### src/rtl/serial_add_pkg.sv
// Shared types and constants for the bit-serial adder controller.
package serial_add_pkg;

  localparam int unsigned DefaultWidth = 8;

  typedef enum logic [1:0] {
    StIdle,
    StRun,
    StDone
  } state_e;

  function automatic int unsigned cnt_width(input int unsigned w);
    return (w < 2) ? 1 : $clog2(w);
  endfunction

endpackage

### src/rtl/serial_add_ctrl_if.sv
// Request/response handshake bundle between a requester and serial_add_ctrl.
interface serial_add_ctrl_if
  import serial_add_pkg::*;
#(
  parameter int unsigned WIDTH = DefaultWidth
);
  logic             req_valid;
  logic             req_ready;
  logic [WIDTH-1:0] op_a;
  logic [WIDTH-1:0] op_b;
  logic             cin;
  logic             rsp_valid;
  logic             rsp_ready;
  logic [WIDTH-1:0] sum;
  logic             cout;
  logic             busy;

  modport master (
    output req_valid, op_a, op_b, cin, rsp_ready,
    input  req_ready, rsp_valid, sum, cout, busy
  );

  modport slave (
    input  req_valid, op_a, op_b, cin, rsp_ready,
    output req_ready, rsp_valid, sum, cout, busy
  );
endinterface

### src/rtl/full_add_cell.sv
// Combinational 1-bit full adder used as the serial datapath core.
module full_add_cell (
  input  logic i_a,
  input  logic i_b,
  input  logic i_ci,
  output logic o_s,
  output logic o_co
);
  assign o_s  = i_a ^ i_b ^ i_ci;
  assign o_co = (i_a & i_b) | (i_ci & (i_a ^ i_b));
endmodule

### src/rtl/serial_add_ctrl.sv
// Bit-serial adder: one full-adder step per cycle, LSB first, result held in DONE
// until the consumer takes it.
module serial_add_ctrl
  import serial_add_pkg::*;
#(
  parameter int unsigned WIDTH = DefaultWidth
) (
  input logic               clk,
  input logic               rst,
  serial_add_ctrl_if.slave  bus
);
  localparam int unsigned     CntW    = cnt_width(WIDTH);
  localparam logic [CntW-1:0] LastCnt = CntW'(WIDTH - 1);

  state_e           r_state, w_state_next;
  logic [WIDTH-1:0] r_a, r_b, r_sum;
  logic             r_carry, r_cout;
  logic [CntW-1:0]  r_cnt;
  logic             w_accept, w_step, w_last, w_s, w_co;

  full_add_cell u_fa (
    .i_a  (r_a[0]),
    .i_b  (r_b[0]),
    .i_ci (r_carry),
    .o_s  (w_s),
    .o_co (w_co)
  );

  always_ff @(posedge clk or posedge rst) begin
    if (rst) r_state <= StIdle;
    else     r_state <= w_state_next;
  end

  always_comb begin
    w_state_next  = r_state;
    w_accept      = 1'b0;
    w_step        = 1'b0;
    w_last        = (r_cnt == LastCnt);
    bus.req_ready = 1'b0;
    bus.rsp_valid = 1'b0;
    bus.busy      = 1'b0;
    unique case (r_state)
      StIdle: begin
        bus.req_ready = 1'b1;
        if (bus.req_valid) begin
          w_accept     = 1'b1;
          w_state_next = StRun;
        end
      end
      StRun: begin
        bus.busy = 1'b1;
        w_step   = 1'b1;
        if (w_last) w_state_next = StDone;
      end
      StDone: begin
        bus.rsp_valid = 1'b1;
        if (bus.rsp_ready) w_state_next = StIdle;
      end
      default: w_state_next = StIdle;
    endcase
  end

  // The A register doubles as the result shifter: sum bits enter at the MSB as A drains.
  always_ff @(posedge clk or posedge rst) begin
    if (rst) begin
      r_a     <= '0;
      r_b     <= '0;
      r_carry <= 1'b0;
      r_cnt   <= '0;
      r_sum   <= '0;
      r_cout  <= 1'b0;
    end else if (w_accept) begin
      r_a     <= bus.op_a;
      r_b     <= bus.op_b;
      r_carry <= bus.cin;
      r_cnt   <= '0;
    end else if (w_step) begin
      r_a     <= {w_s, r_a[WIDTH-1:1]};
      r_b     <= {1'b0, r_b[WIDTH-1:1]};
      r_carry <= w_co;
      r_cnt   <= r_cnt + 1'b1;
      if (w_last) begin
        r_sum  <= {w_s, r_a[WIDTH-1:1]};
        r_cout <= w_co;
      end
    end
  end

  assign bus.sum  = r_sum;
  assign bus.cout = r_cout;

endmodule

### src/flat_wrapper.sv
// flat-port wrapper written by rule: the top's interface ports become plain ports
module serial_add_ctrl_flat import serial_add_pkg::*;
#(
  parameter int unsigned WIDTH = DefaultWidth
)
  (clk, rst, bus_req_valid, bus_op_a, bus_op_b, bus_cin, bus_rsp_ready, bus_req_ready, bus_rsp_valid, bus_sum, bus_cout, bus_busy);
  serial_add_ctrl_if #(.WIDTH(WIDTH)) bus_i ();
  input logic clk;
  input logic rst;
  input wire logic [$bits(bus_i.req_valid)-1:0] bus_req_valid;
  input wire logic [$bits(bus_i.op_a)-1:0] bus_op_a;
  input wire logic [$bits(bus_i.op_b)-1:0] bus_op_b;
  input wire logic [$bits(bus_i.cin)-1:0] bus_cin;
  input wire logic [$bits(bus_i.rsp_ready)-1:0] bus_rsp_ready;
  output wire logic [$bits(bus_i.req_ready)-1:0] bus_req_ready;
  output wire logic [$bits(bus_i.rsp_valid)-1:0] bus_rsp_valid;
  output wire logic [$bits(bus_i.sum)-1:0] bus_sum;
  output wire logic [$bits(bus_i.cout)-1:0] bus_cout;
  output wire logic [$bits(bus_i.busy)-1:0] bus_busy;
  assign bus_i.req_valid = bus_req_valid;
  assign bus_i.op_a = bus_op_a;
  assign bus_i.op_b = bus_op_b;
  assign bus_i.cin = bus_cin;
  assign bus_i.rsp_ready = bus_rsp_ready;
  assign bus_req_ready = bus_i.req_ready;
  assign bus_rsp_valid = bus_i.rsp_valid;
  assign bus_sum = bus_i.sum;
  assign bus_cout = bus_i.cout;
  assign bus_busy = bus_i.busy;
  serial_add_ctrl #(.WIDTH(WIDTH)) u_core (.clk(clk), .rst(rst), .bus(bus_i));
endmodule
### config.mk
export PLATFORM = sky130hd
export DESIGN_NAME = serial_add_ctrl_flat
export DESIGN_NICKNAME = d
export VERILOG_FILES = /design/src/rtl/serial_add_pkg.sv /design/src/rtl/serial_add_ctrl_if.sv /design/src/rtl/full_add_cell.sv /design/src/rtl/serial_add_ctrl.sv /design/src/flat_wrapper.sv
export SDC_FILE = /design/constraint.sdc
export NUM_CORES = 1
export LEC_CHECK = 0
export ABC_AREA = 1
export CAP_MARGIN = 40
export CORE_ASPECT_RATIO = 1.5
export CORE_MARGIN = 4
export CORE_UTILIZATION = 54
export CTS_BUF_LIST = sky130_fd_sc_hd__clkbuf_2 sky130_fd_sc_hd__clkbuf_4 sky130_fd_sc_hd__clkbuf_8
export CTS_CLUSTER_SIZE = 12
export DETAILED_ROUTE_END_ITERATION = 10
export PLACE_DENSITY_LB_ADDON = 0.08
export SYNTH_ARGS = -nofsm -noshare
export SYNTH_HDL_FRONTEND = slang
export SYNTH_SLANG_ARGS = --single-unit
### constraint.sdc
create_clock -name clk -period 3.33 [get_ports clk]
set_input_delay 0.333 -clock clk [delete_from_list [all_inputs] [get_ports clk]]
set_output_delay 0.333 -clock clk [all_outputs]
set_load 0.02 [all_outputs]
==> impl_metrics.json, run 1 <==
{
  "status": "finished, final reports clean",
  "synth-seq-cells": 31,
  "relSlewSlack_pct": 54.2,
  "die_y_um": 69.7,
  "finalNonFillerCells": 218,
  "totalNegativeSetupSlack_ps": 0,
  "r2r_start": "u_core.r_state[0]",
  "worstPathCellList": "nor2_4, clkdlybuf4s50_1",
  "fin_crit_sh_pct": 65.6,
  "gp_congestion": 0.800,
  "syn_area_mm2": 0.00137,
  "root_buffer": "clkbuf_4",
  "cap_violations": 0,
  "core_mm2": 0.00245,
  "grt_pass1_vias": 1124,
  "cts_buffers": 5,
  "p_per_area_mw_per_mm2": 849,
  "route.antenna.remaining_nets": 0,
  "hold_buffers": 0,
  "crit_start": "u_core.r_state[0]",
  "finalCoreUtilization_pct": 72.7,
  "postCtsSetupBuffers": 0,
  "synth_compound_area_share_pct": 1.64,
  "viasPerCell": 5.32,
  "grt_pass1_wl_um": 4760,
  "synth.mux.area_fraction_pct": 0,
  "drt-total-wl_um": 2730,
  "max_slew.worst_pin.slew_ps": 686,
  "cp-start-kind": "flip-flop",
  "cts.reportedPaths.clkPinSlew_ps": 90,
  "wire_per_inst_um": 12.5,
  "syn_inst": 158,
  "dieArea_mm2": 0.00342,
  "setup_slack_ps": 1140,
  "clockBufferDepth": 2,
  "gr-total-overflow": 0,
  "placed_cells": 210,
  "start_util_pct": 55.9,
  "clock-sinks": 31,
  "dp_hpwl_um": 2080,
  "cp_max_fo": 19,
  "die_x_um": 49.1,
  "fin_crit_ps": 2190,
  "final_common_cell": "nand2_1",
  "diodes": 0,
  "worstSkewPairLatency_ps": 320,
  "portBuffers": 32,
  "first_pass_iters": 4,
  "grt_max_degree": 20,
  "critical-path-slowest-cell": "clkdlybuf4s50_1",
  "slowest_delay_ps": 690,
  "tritoncts": "done",
  "min_path_type": "primary input to async pin",
  "worst_hold_slack_ps": 412,
  "fin_nets": 217,
  "cp_data_required_time_ps": 3000,
  "cts_resized": 0,
  "rsz0062_at_grt": "false",
  "htree_num_levels": 2,
  "rows": 22,
  "hold_viol_final": 0,
  "antenna_found_initial": 0,
  "synth-simple-area-share_pct": 34.3,
  "syn_area_per_cell_um2": 8.67,
  "syn-num-nets": 182,
  "final_cell_mix": "71 x nand2_1, 33 x nand3_1, 32 x clkdlybuf4s50_1",
  "endpoint_kind": "primary output",
  "grt_usage_pct": 17.7,
  "synth_top_family_by_area": "simple AND/OR/NAND/NOR gates",
  "criticalPathCategory": "flip-flop to primary output",
  "synth_xor_area_share_pct": 0,
  "p_leak_uw": 0.000872,
  "worstPathArrival_ps": 1850,
  "ys_types": 16,
  "skew_ps": 4.02,
  "place_ws_ps": 1060,
  "io_pins": 33,
  "synth-adder-area-share_pct": 3.29,
  "max_freq_ghz": 0.458,
  "drive_above_1_share_pct": 7.73,
  "drcViolationCount": 0,
  "area_delta_synth_final_pct": 30.0,
  "setup-violations-final": 0,
  "yosys_warnings": 0,
  "report.final.slew_viol_count": 0,
  "vias": 1159,
  "vdd_drop_max_mv": 0.497,
  "ys_seq_area_share_pct": 56.6,
  "initialDrtViolationCount": 30
}
==> per-layer routing <==
metal | vias up | part of all wire (%) | track usage [%]
li1 | 577 | - | -
met1 | 544 | 40 | 20.3
met2 | 34 | 52 | 30.7
met3 | 4 | 6.2 | 4.09
met4 | 0 | 1.1 | 7.59
met5 | - | 0 | 0
==> worst max-delay path: cells and delay by family, from the launching register on <==
kind,cells,cell delay (ps)
buf+inv,1,690
simple gates,1,360
flops,1,470
==> power by group <==
group          total (uW)  internal (uW)  switching, uW  leakage [uW]
Combinational         614            265            349      0.000435
Clock                 251            132            119     0.0000420
Sequential            646            536            110      0.000395
Total                1510            933            579      0.000872
==> through the flow <==
step / instance area (um2) / power (uW)
2_1_floorplan: 1370 / 1050
3_3_place_gp: 1690 / 1250
3_5_place_dp: 1710 / 1280
4_1_cts: 1780 / 1530
5_1_grt: 1780 / 1640
6_report: 1780 / 1510
==> sequential cells by signal, indices dropped and copies added, names as in the netlist <==
register and cells:
u_core.r_cnt 3, u_core.bus.cout 1, u_core.r_a 8, u_core.r_state 2, u_core.r_b 8, u_core.bus.sum 8, u_core.r_carry 1
==> final cells by class <==
class / instances / area (um2)
Fill cell: 204 / 669
Clock buffer: 8 / 72.6
Multi-Input combinational cell: 116 / 538
Tap cell: 24 / 30.0
Inverter: 5 / 21.3
Timing Repair Buffer: 34 / 343
Sequential cell: 31 / 776
==> synth_stat cells, drive strengths merged <==
cell   number  area [um2]
o21ai       3        15.0
nand2      73         279
dfrtp      31         776
ha          2        25.0
nor2        3        26.3
o31ai       1        7.51
fa          1        20.0
buf         6        35.0
inv         5        21.3
nand3      33         165
==> final timing paths <==
kind                                endpoint  slack (ps)  depth (start not counted)
setup / recovery               bus_req_ready        1140                          2
hold / removal               u_core.bus.cout         410                          2
setup reg to reg               u_core.r_b[6]        1810                          4
hold reg to reg            u_core.bus.sum[2]         470                          2
max in group asynchronous      u_core.r_a[5]        2390                          3
min in group clk           u_core.bus.sum[2]         470                          2
==> logic make-up after synthesis <==
family | after synthesis
AND/OR/NAND/NOR | 109
buffers and inverters | 11
AO/OA/AOI/OAI | 4
adder cells (fa/ha/maj) | 3
flip-flops | 31
No activity file was read; power rests on OpenSTA's default activity.
==> inputs of run 2 (changes only) <==
--- a/config.mk
+++ b/config.mk
@@ -9,7 +9,7 @@
 export CAP_MARGIN = 40
 export CORE_ASPECT_RATIO = 1.5
 export CORE_MARGIN = 4
-export CORE_UTILIZATION = 54
+export CORE_UTILIZATION = 50
 export CTS_BUF_LIST = sky130_fd_sc_hd__clkbuf_2 sky130_fd_sc_hd__clkbuf_4 sky130_fd_sc_hd__clkbuf_8
 export CTS_CLUSTER_SIZE = 12
 export DETAILED_ROUTE_END_ITERATION = 10
==> constraint.sdc (replaced) <==
create_clock -name clk -period 2.2 [get_ports clk]
set_input_delay 0.22 -clock clk [delete_from_list [all_inputs] [get_ports clk]]
set_output_delay 0.22 -clock clk [all_outputs]
set_load 0.02 [all_outputs]
==> run 2 against run 1 <==
Worst hold slack worse by 95 ps. Via count up 1.0%. Clock power up 100%. Utilization down 3.1 points. Final cell count up 7.3%. Sequential share of layout area down 1.5 points. Register-to-register slack worse by 940 ps. Clock skew about the same. Critical path depth up 2. Routed wire length up 5.3%. Sequential cell count unchanged. Final area up 3.5%.
==> impl_metrics.json, run 2 (synthesized netlist as in run 1, its figures left out) <==
{
  "status": "finished, final reports clean",
  "path_buf_inv": 3,
  "first_pass_iters": 4,
  "p_per_area_mw_per_mm2": 1320,
  "dp_hpwl_um": 2130,
  "cp_max_fo": 19,
  "core_mm2": 0.00265,
  "grt_pass1_vias": 1262,
  "grt_pass1_wl_um": 5170,
  "vias": 1171,
  "rsz0062_at_grt": "false",
  "intPower_uw": 1530,
  "fin_crit_ps": 2040,
  "setup_slack_ps": 162,
  "place_ws_ps": 466,
  "final_common_cell": "nand2_1",
  "gp_congestion": 0.793,
  "portBuffers": 32,
  "cap_violations": 0,
  "diodes": 0,
  "clkPwrFrac_pct": 20.6,
  "io_pins": 33,
  "worstPathArrival_ps": 1820,
  "fin_nets": 220,
  "path_delay_family": "buffers and inverters",
  "htree_num_levels": 2,
  "placed_cells": 226,
  "fin_crit_sh_pct": 92.7,
  "swShare_pct": 37.3,
  "fillCellCount": 235,
  "cp_data_required_time_ps": 1980,
  "finish.instance_area_mm2": 0.00184,
  "root_buffer": "clkbuf_8",
  "seq_area_um2": 776,
  "multiInputGateArea_um2": 538,
  "tritoncts": "done",
  "gr-total-overflow": 0,
  "route.antenna.remaining_nets": 0,
  "dpl_cell_area_mm2": 0.00174,
  "slowest_delay_ps": 640,
  "hold_buffers": 0,
  "report.final.slew_viol_count": 0,
  "skew_ps": 4.51,
  "die_x_um": 50.7,
  "max_freq_ghz": 0.491,
  "seq_power_share_pct": 39.9,
  "critical-path-slowest-cell": "clkdlybuf4s50_1",
  "setup-violations-final": 0,
  "wire_per_inst_um": 12.3,
  "die_y_um": 72.1,
  "viasPerCell": 5.00,
  "min_path_type": "primary input to async pin",
  "max_slew.worst_pin.slew_ps": 389,
  "final_cell_mix": "71 x nand2_1, 33 x nand3_1, 32 x clkdlybuf4s50_1",
  "start_util_pct": 51.7,
  "totalNegativeSetupSlack_ps": 0,
  "finalNonFillerCells": 234,
  "hold_viol_final": 0,
  "power_uw": 2440,
  "worstSkewPairLatency_ps": 280,
  "dieArea_mm2": 0.00366,
  "drt-total-wl_um": 2880,
  "grt_max_degree": 32,
  "cp-start-kind": "flip-flop",
  "criticalPathCategory": "flip-flop to primary output",
  "postCtsSetupBuffers": 0,
  "cts.reportedPaths.clkPinSlew_ps": 60,
  "area_delta_synth_final_pct": 34.5,
  "cts_buffers": 5,
  "relSlewSlack_pct": 74.1,
  "vdd_drop_max_mv": 0.774,
  "cts_resized": 0,
  "rows": 23,
  "initialDrtViolationCount": 21,
  "worstPathCellList": "inv_1, nand2_2, inv_4, clkdlybuf4s50_1",
  "p_leak_uw": 0.000898,
  "endpoint_kind": "primary output",
  "p_switching_uw": 911,
  "pwr-share-comb_pct": 39.5,
  "clockBufferDepth": 2,
  "grt_usage_pct": 19.4,
  "drive_above_1_share_pct": 9.14,
  "drcViolationCount": 0,
  "clock-sinks": 31,
  "antenna_found_initial": 0
}
==> run 2: routing by layer <==
metal / vias up / track usage [%] / part of all wire (%)
li1: 580 / - / -
met1: 554 / 19.6 / 40
met2: 29 / 32.7 / 51
met3: 8 / 7.39 / 5.9
met4: 0 / 12.6 / 2.8
met5: - / 0 / 0
==> run 2: final cells by class <==
cell class	count	share of cell area, %
flip-flops and latches	31	42.1
multi-input cells	116	29.2
repair buffers	37	19.4
clock buffers	8	5.63
well taps	37	2.51
inverters	5	1.15
==> run 2: through the flow <==
step,hold WS [ps],utilization [%]
global route,354,69.6
detailed placement,458,65.7
global placement,452,65.7
finish,317,69.6
floorplan,318,-
CTS,328,69.6
==> run 2: path summary, 6_finish.rpt <==
kind	endpoint	cells past startpoint	slack, ps	from
max in group asynchronous	u_core.r_a[5]	3	1590	rst
worst max register to register	u_core.bus.sum[6]	6	870	u_core.r_state[1]
min in group clk	u_core.bus.sum[1]	2	470	u_core.bus.sum[1]
worst max-delay path	bus_busy	4	160	u_core.r_state[1]
worst min register to register	u_core.bus.sum[1]	2	470	u_core.bus.sum[1]
worst min-delay path	u_core.bus.cout	3	320	rst
==> run 2: tightest hold or removal path, cell delays in order <==
cell             delay, ps
clkdlybuf4s50_1        400
inv_1                   50
buf_4                  340
==> run 2: power by group through the flow <==
stage | Combinational (uW) | Clock (uW) | Sequential [uW]
after floorplan | 560 | 0 | 1030
after global placement | 948 | 0 | 974
after detailed placement | 975 | 0 | 984
after CTS | 984 | 517 | 976
after global routing | 1100 | 540 | 1010
final | 965 | 502 | 975
